**config.mk**
```make
export PLATFORM = sky130hd
export DESIGN_NAME = axis_dma_rx_engine
export DESIGN_NICKNAME = d
export VERILOG_FILES = /design/src/rtl/axis_dma_rx_engine.sv
export SDC_FILE = /design/constraint.sdc
export NUM_CORES = 1
export LEC_CHECK = 0
export CAP_MARGIN = 40
export CORE_MARGIN = 3
export CORE_UTILIZATION = 40
export CTS_CLUSTER_DIAMETER = 40
export DETAILED_ROUTE_END_ITERATION = 8
export GPL_TIMING_DRIVEN = 0
export PLACE_DENSITY_LB_ADDON = 0.08
export SLEW_MARGIN = 30
export SYNTH_ARGS = -nofsm -noshare
export SYNTH_HDL_FRONTEND = slang
export SYNTH_SLANG_ARGS = --single-unit
```
**constraint.sdc**
```tcl
create_clock -name clk -period 3 [get_ports clk]
set_input_delay 0.6 -clock clk [delete_from_list [all_inputs] [get_ports clk]]
set_output_delay 0.6 -clock clk [all_outputs]
set_load 0.01 [all_outputs]
```
**src/rtl/axis_dma_rx_engine.sv**
```systemverilog
// Memory-to-stream DMA engine: fetches fixed-size packets from SRAM with one AXI4
// INCR read burst per packet and emits each packet as a single AXI-Stream word.
module axis_dma_rx_engine #(
    parameter int AXI_ADDR_W    = 64,
    parameter int AXI_DATA_W    = 64,
    parameter int AXI_ID_W      = 4,
    parameter int BEATS_PER_PKT = 4,
    parameter int AXIS_W        = AXI_DATA_W * BEATS_PER_PKT,
    parameter int RD_ID         = 0
) (
    input  logic                  clk,
    input  logic                  rstn,
    input  logic                  start,
    input  logic [AXI_ADDR_W-1:0] src_addr,
    input  logic [31:0]           len_pkts,
    output logic                  busy,
    output logic                  done,
    output logic                  err,
    output logic [AXI_ID_W-1:0]   ar_id,
    output logic [AXI_ADDR_W-1:0] ar_addr,
    output logic [7:0]            ar_len,
    output logic [2:0]            ar_size,
    output logic [1:0]            ar_burst,
    output logic                  ar_valid,
    input  logic                  ar_ready,
    input  logic [AXI_ID_W-1:0]   r_id,
    input  logic [AXI_DATA_W-1:0] r_data,
    input  logic [1:0]            r_resp,
    input  logic                  r_last,
    input  logic                  r_valid,
    output logic                  r_ready,
    output logic [AXIS_W-1:0]     m_axis_tdata,
    output logic                  m_axis_tvalid,
    input  logic                  m_axis_tready
);
    localparam int STRIDE   = BEATS_PER_PKT * AXI_DATA_W / 8;
    localparam int ADDR_LSB = $clog2(STRIDE);
    localparam int BEAT_W   = (BEATS_PER_PKT > 1) ? $clog2(BEATS_PER_PKT) : 1;
    localparam logic [AXI_ADDR_W-1:0] ADDR_MASK  = (AXI_ADDR_W'(1) << ADDR_LSB) - AXI_ADDR_W'(1);
    localparam logic [AXI_ADDR_W-1:0] STRIDE_INC = AXI_ADDR_W'(STRIDE);
    localparam logic [BEAT_W-1:0]     LAST_BEAT  = BEAT_W'(BEATS_PER_PKT - 1);
    localparam logic [AXI_ID_W-1:0]   ID_VAL     = AXI_ID_W'(RD_ID);

    typedef enum logic [1:0] {
        ST_IDLE = 2'd0,
        ST_AR   = 2'd1,
        ST_R    = 2'd2,
        ST_OUT  = 2'd3
    } state_t;

    state_t                state_r;
    logic [AXI_ADDR_W-1:0] addr_r;
    logic [31:0]           len_r;
    logic [31:0]           pkt_cnt_r;
    logic [BEAT_W-1:0]     beat_cnt_r;
    logic [AXIS_W-1:0]     data_r;
    logic                  busy_r;
    logic                  done_r;
    logic                  err_r;
    logic                  ar_valid_r;
    logic                  r_ready_r;
    logic                  tvalid_r;
    logic [AXI_ID_W-1:0]   ar_id_r;
    logic [7:0]            ar_len_r;
    logic [2:0]            ar_size_r;
    logic [1:0]            ar_burst_r;

    logic                  beat_acc_s;
    logic                  last_beat_s;
    logic                  beat_bad_s;
    logic                  pkt_acc_s;
    logic [31:0]           pkt_next_s;
    logic                  final_pkt_s;

    // Handshake decodes and per-beat protocol check (beat counter, not r_last, decides framing)
    always_comb begin
        beat_acc_s  = r_valid & r_ready_r;
        last_beat_s = (beat_cnt_r == LAST_BEAT);
        beat_bad_s  = (r_resp != 2'b00) | (r_id != ID_VAL) | (r_last != last_beat_s);
        pkt_acc_s   = tvalid_r & m_axis_tready;
        pkt_next_s  = pkt_cnt_r + 32'd1;
        final_pkt_s = (pkt_next_s == len_r);
    end

    // Transfer sequencer: state, counters, packet assembly and every output register
    always_ff @(posedge clk) begin
        if (!rstn) begin
            state_r    <= ST_IDLE;
            addr_r     <= '0;
            len_r      <= 32'd0;
            pkt_cnt_r  <= 32'd0;
            beat_cnt_r <= '0;
            data_r     <= '0;
            busy_r     <= 1'b0;
            done_r     <= 1'b0;
            err_r      <= 1'b0;
            ar_valid_r <= 1'b0;
            r_ready_r  <= 1'b0;
            tvalid_r   <= 1'b0;
            ar_id_r    <= '0;
            ar_len_r   <= 8'd0;
            ar_size_r  <= 3'd0;
            ar_burst_r <= 2'b00;
        end else begin
            ar_id_r    <= ID_VAL;
            ar_len_r   <= 8'(BEATS_PER_PKT - 1);
            ar_size_r  <= 3'($clog2(AXI_DATA_W / 8));
            ar_burst_r <= 2'b01;
            case (state_r)
                ST_IDLE: begin
                    if (start) begin
                        err_r <= 1'b0;
                        if (len_pkts != 32'd0) begin
                            addr_r     <= src_addr & ~ADDR_MASK;
                            len_r      <= len_pkts;
                            pkt_cnt_r  <= 32'd0;
                            done_r     <= 1'b0;
                            busy_r     <= 1'b1;
                            ar_valid_r <= 1'b1;
                            state_r    <= ST_AR;
                        end else begin
                            done_r <= 1'b1;
                        end
                    end
                end
                ST_AR: begin
                    if (ar_ready) begin
                        ar_valid_r <= 1'b0;
                        r_ready_r  <= 1'b1;
                        beat_cnt_r <= '0;
                        state_r    <= ST_R;
                    end
                end
                ST_R: begin
                    if (beat_acc_s) begin
                        for (int b = 0; b < BEATS_PER_PKT; b++) begin
                            if (beat_cnt_r == BEAT_W'(b)) begin
                                data_r[b*AXI_DATA_W +: AXI_DATA_W] <= r_data;
                            end
                        end
                        if (beat_bad_s) begin
                            err_r <= 1'b1;
                        end
                        beat_cnt_r <= beat_cnt_r + BEAT_W'(1);
                        if (last_beat_s) begin
                            r_ready_r <= 1'b0;
                            tvalid_r  <= 1'b1;
                            state_r   <= ST_OUT;
                        end
                    end
                end
                ST_OUT: begin
                    if (pkt_acc_s) begin
                        tvalid_r  <= 1'b0;
                        pkt_cnt_r <= pkt_next_s;
                        addr_r    <= addr_r + STRIDE_INC;
                        if (final_pkt_s) begin
                            busy_r  <= 1'b0;
                            done_r  <= 1'b1;
                            state_r <= ST_IDLE;
                        end else begin
                            ar_valid_r <= 1'b1;
                            state_r    <= ST_AR;
                        end
                    end
                end
                default: begin
                    busy_r     <= 1'b0;
                    ar_valid_r <= 1'b0;
                    r_ready_r  <= 1'b0;
                    tvalid_r   <= 1'b0;
                    state_r    <= ST_IDLE;
                end
            endcase
        end
    end

    assign busy          = busy_r;
    assign done          = done_r;
    assign err           = err_r;
    assign ar_id         = ar_id_r;
    assign ar_addr       = addr_r;
    assign ar_len        = ar_len_r;
    assign ar_size       = ar_size_r;
    assign ar_burst      = ar_burst_r;
    assign ar_valid      = ar_valid_r;
    assign r_ready       = r_ready_r;
    assign m_axis_tdata  = data_r;
    assign m_axis_tvalid = tvalid_r;

endmodule
```
== Yosys cells after proc, flatten, opt, wreduce, memory -nomap -nowiden ==
Index checks and enable logic that the tools add are counted.

* Register bits after elaboration: 407
* Bits of input ports: 173
* Output and inout port bits: 343
* Word-level logic and storage cells: 114

* $add $sub $neg: 3
* Equality and inequality tests: 17
* Mux-type cells: 48
* Bitwise logic cells: 4
* Reduce and logical (&&, ||, !) cells: 24

{| class="wikitable"
|+ Operator list
! cell !! count
|-
| $mux 64 || 3
|-
| $pmux 64 s2 || 1
|-
| $mux 32 || 3
|-
| $add 64x6->64 const B || 1
|-
| $pmux 32 s2 || 1
|-
| $add 32x1->32 const B || 1
|-
| $eq 32x32->1 || 1
|-
| $reduce_bool 32->1 || 1
|-
| $mux 1 || 22
|-
| $mux 2 || 10
|-
| $reduce_and 4->1 || 5
|-
| $ne 2x2->1 const B || 9
|-
| $reduce_and 3->1 || 6
|-
| $reduce_and 6->1 || 2
|-
| $pmux 1 s2 || 5
|-
| $reduce_bool 2->1 || 5
|-
| $eq 2x2->1 const B || 4
|-
| $pmux 2 s4 || 1
|-
| $reduce_and 5->1 || 1
|-
| $eq 2x1->1 const B || 2
|-
| $logic_not 2->1 || 2
|-
| $pmux 2 s2 || 1
|-
| $reduce_bool 4->1 || 1
|-
| $pmux 1 s3 || 1
|-
| other kinds (5) || 7
|}

== Longest topological paths before layout ==
* Depth in word-level cells: 6
* Mapped depth: 11
* Gate-level depth less buffers: 9

== Worst setup path before layout ==
Ideal clock, no wire load.

* Kind: reg-to-reg
* Start point: reg pkt_cnt_r[1]
* End point: reg ar_valid_r, in the netlist ar_valid
* Setup time: 0.122 ns
* Arrival: 2.806 ns
* Data required time: 2.878 ns
* Path slack: 0.072 ns
* Cell stages (with the launch flop): 12
* Buffers on the path: 2
* Period minus slack after synthesis: 2.928 ns
* Cell sequence: dfxtp_1 -> ha_1 -> buf_2 -> nand4_1 -> or3_1 -> clkbuf_1 -> or3_1 -> a22o_1 -> a2111oi_2 -> and4_4 -> mux2i_1 -> a311o_1

* Cells in the longest elaborated chain, start to end: 4

{| class="wikitable"
|+ Ends and longest elaborated chain
! what !! RTL line !! source
|-
| from (decl) || 54 || <nowiki>logic [31:0] pkt_cnt_r;</nowiki>
|-
| from (signal assigned) || 155 || <nowiki>pkt_cnt_r <= pkt_next_s;</nowiki>
|-
| $add 32x1->32 || 81 || <nowiki>pkt_next_s = pkt_cnt_r + 32'd1;</nowiki>
|-
| $eq 32x32->1 || 82 || <nowiki>final_pkt_s = (pkt_next_s == len_r);</nowiki>
|-
| $ne 2x2->1 (no line) || - ||
|-
| $reduce_and 6->1 (no line) || - ||
|-
| to (signal assigned) || 97 || <nowiki>ar_valid_r <= 1'b0;</nowiki>
|-
| to (signal assigned) || 119 || <nowiki>ar_valid_r <= 1'b1;</nowiki>
|-
| to (signal assigned) || 128 || <nowiki>ar_valid_r <= 1'b0;</nowiki>
|-
| to (decl) || 60 || <nowiki>logic ar_valid_r;</nowiki>
|}

No other way between the ends.
A chain may end at the register's enable or synchronous reset.

== Worst setup path after layout ==
* Start point: in len_pkts[30]
* End point: reg addr_r[60], in the netlist ar_addr[60]

* Cells in the longest elaborated chain, start to end: 3

{| class="wikitable"
|+ Ends and longest elaborated chain
! what !! RTL line !! source
|-
| from (decl) || 15 || <nowiki>input logic [31:0] len_pkts,</nowiki>
|-
| $reduce_bool 32->1 || 113 || <nowiki>if (len_pkts != 32'd0) begin</nowiki>
|-
| $ne 2x2->1 (no line) || - ||
|-
| $reduce_and 4->1 (no line) || - ||
|-
| to (signal assigned) || 114 || <nowiki>addr_r <= src_addr & ~ADDR_MASK;</nowiki>
|-
| to (signal assigned) || 156 || <nowiki>addr_r <= addr_r + STRIDE_INC;</nowiki>
|-
| to (decl) || 52 || <nowiki>logic [AXI_ADDR_W-1:0] addr_r;</nowiki>
|}

No other way between the ends.

==> flow_metrics.tcl <==
set metrics [dict create \
    synth_edf_count 0 \
    ys_ff_latch 390 \
    fin_skew_ns 0.0228 \
    syn_area_sq_um 17000 \
    r2r_end "ar_valid" \
    met3_usage 0.0940 \
    r2r-start "pkt_cnt_r[0]" \
    violations "negative setup slack" \
    postRouteAntennaNets 0 \
    fmax_ghz 0.325 \
    grt_pass1_wl_um 108000 \
    cp-start-kind "input port" \
    post-dp-hpwl_um 54500 \
    ys.warnings.count 0 \
    fin_tns_setup_ns -1.22 \
    setup_slack_ns -0.0805 \
    antenna_found_initial 1 \
    hold_violations 0 \
    holdPathStages 2 \
    layout-drive-gt1-share 0.0835 \
    root_buffer "clkbuf_16" \
    top_usage_layer "met2" \
    post-route-min-period_ns 3.08 \
    peakVddDrop_v 0.000572 \
    place.gp.congestion 0.936 \
    cap_violations 0 \
    cts_num_sinks 390 \
    dr.pass1.iters 6 \
    clk_pin_slew_ns 0.06 \
    initial_core_util 0.410 \
    cts.htree.levels 2 \
    worstPathArrival_ns 3.60 \
    syn_area_per_cell_sq_um 7.69 \
    cp_data_required_time_ns 3.52 \
    worstSetupEndpointType "flip-flop" \
    syn_to_final_growth_pct 48.9 \
    cts_buffers 60 \
    relSlewSlack 0.405 \
    min_from "m_axis_tdata[63]" \
    gr-usage-met2 0.491 \
    synth_area_leaders "dfxtp_1 46%, nand2_1 13%, a21oi_1 11%, clkbuf_1 3.1%, mux2i_1 2.7%" \
    fin_area_sq_um 25300 \
    grt_pass1_vias 17700 \
    clk_latency_ns 0.62 \
    status "finished with violations" \
    chipWidth_um 212 \
    crit_slowest_cell "clkdlybuf4s50_1" \
    route.detailed.drc 0 \
    avgRoutedWirePerCell_um 21.7 \
    die_area_sq_um 44900 \
    cp_top_family "buffers and inverters" \
    hp-class "reg2reg" \
    worstMarginPinSlew_ns 0.893 \
    drv_slew 0 \
    row_count 74 \
    p_total_mw 18.1 \
    fin_util 0.610 \
    synth_top_area_frac 0.460 \
    finalSetupViolations 31 \
    cpPeakStageDelay_ns 0.50 \
    yosysUniqueCellTypes 71 \
    netlist.top_cell.by_area "dfxtp_1" \
    cts_tree "yes" \
    drtIter0Drc 1684 \
    syn_inst 2204 \
    post-route-period-util 1.03 \
    r2r_slack_ns 0.05 \
    holdBufCountCts 0 \
    fin_nets 2982 \
    seq_area_frac_synth 0.460 \
    vias 18800 \
    power_density_nw_per_um2 716 \
    grt_setup_unrepaired "true" \
    vias_per_cell 5.54 \
    placed_area_sq_um 22600 \
    crit_buf_inv 3 \
    synth-async-reset-ratio 0 \
    hold_path_end "m_axis_tdata[63]" \
    ios 516 \
    crit_type "in2reg" \
    dieHeight_um 212 \
    grt_max_degree 17 \
    ys.flop_type "dfxtp_1" \
    p_leak_nw 8.82 \
    grt_usage 0.312 \
    cp_max_fo 10 \
    clockBufferDepth 3 \
    grtUsageMet1 0.401 \
    routed_wl_um 73500 \
    r2r_cells 12 \
    portBuffers 493 \
    overflow 0 \
    cp_cell_sequence "clkdlybuf4s50_1 > nor4_2 > nand4_1 > o21ai_2 > a21o_1 > nor2_1 > clkbuf_1 > clkbuf_2 > a211oi_1" \
    core_sq_um 41400 \
]
[cells in the final DEF (no fill, tap or decap), types with 14 or more instances in the layout]
master,synthesis,layout
nand4_1,25,25
nor2_1,122,118
a21oi_1,372,372
conb_1,1,17
clkbuf_1,141,120
nand3_1,47,45
a31oi_1,15,15
and2_1,17,17
clkbuf_16,0,61
inv_1,23,23
and3_1,19,19
o21ai_0,74,73
nor3_1,27,25
mux2i_1,46,46
clkbuf_2,0,16
a211oi_1,16,16
xor2_1,14,14
nor4_1,27,19
xnor2_1,27,27
o221ai_1,14,14
clkdlybuf4s50_1,0,493
buf_4,21,46
nand2_1,588,587
dfxtp_1,390,383
[cell families after synthesis]
logic type / after synthesis / synth area share
mux: 47 / 0.0278
other cells: 1 / 0.000221
simple gates: 949 / 0.247
buf+inv: 206 / 0.0508
fa+ha+maj: 10 / 0.00738
compound gates: 560 / 0.185
flops: 390 / 0.460
xor+xnor: 41 / 0.0212
[synthesized netlist by cell type, types with 5 or more instances]
cell type  count
a211oi_1      16
a21o_1         6
a21oi_1      372
a311oi_1       6
a31oi_1       15
a41oi_1        5
and2_1        17
and3_1        19
and4_1        12
buf_1         12
buf_2          8
buf_4         21
clkbuf_1     141
dfxtp_1      390
ha_1          10
inv_1         23
mux2i_1       46
nand2_1      588
nand2b_1       5
nand3_1       47
nand4_1       25
nor2_1       122
nor2b_1       12
nor3_1        27
nor4_1        27
o21ai_0       74
o221ai_1      14
o22ai_1       13
or3_1         13
or4_1          8
xnor2_1       27
xor2_1        14
[sequential cells by signal, summed over array words and instances (netlist names), 2 cells and up]
register      count
ar_addr          59
beat_cnt_r        2
len_r            32
m_axis_tdata    256
pkt_cnt_r        32
state_r           2
[report_power, final]
group | switching, mW | total [mW] | internal [mW]
clock network | 2.76 | 7.14 | 4.38
registers | 0.644 | 6.30 | 5.66
logic | 2.73 | 4.64 | 1.91
[worst max path at each step]
| stage | start | end | depth (start not counted) |
|---|---|---|---|
| 3_3_place_gp | len_pkts[30] | ar_addr[61] | 10 |
| 5_1_grt | pkt_cnt_r[0] | ar_valid | 12 |
| 2_1_floorplan | pkt_cnt_r[1] | ar_valid | 11 |
| 4_1_cts | pkt_cnt_r[6] | ar_valid | 10 |
| 3_5_place_dp | len_pkts[30] | pkt_cnt_r[4] | 11 |
| 6_report | len_pkts[30] | ar_addr[60] | 9 |
[per-layer routing]
metal,routed length (um),share of wire,vias to the layer above
met2,32900,0.45,1010
met3,8130,0.11,167
li1,-,-,8780
met5,0,0,-
met1,29500,0.40,8803
met4,2950,0.040,0
[repair_timing]
item,4_1_cts,5_1_grt
gates cloned,0,0
endpoints found under the setup margin,113,83
setup buffers,18,8
pin swaps,7,9
endpoints found under the hold margin,0,0
gates resized for setup,58,42
[layout make-up]
type                            count  area [sq um]
Tap cell                          532           666
Fill cell                        3686         16100
Sequential cell                   390          7820
Timing Repair Buffer              523          5180
Clock inverter                     38           417
Inverter                           24          90.1
Multi-Input combinational cell   1624          8560
Buffer                            176           828
Antenna cell                        1          2.50
Clock buffer                       76          1680
[tightest hold or removal path: stages (launching register included)]
cell	delay [ns]
dfxtp_1	0.31
nand2_1	0.05
a21oi_1	0.05
[through the flow]
step                      hold WS (ns)  cells  setup WS [ns]
after floorplan                  0.470   2220         0.0716
after global placement           0.441   3245          -1.73
after detailed placement         0.447   3248          -1.59
after CTS                        0.445   3375       -0.00101
after global routing             0.468   3384        -0.0943
final                            0.454   3384        -0.0805
No activity file was read; power rests on OpenSTA's default activity.
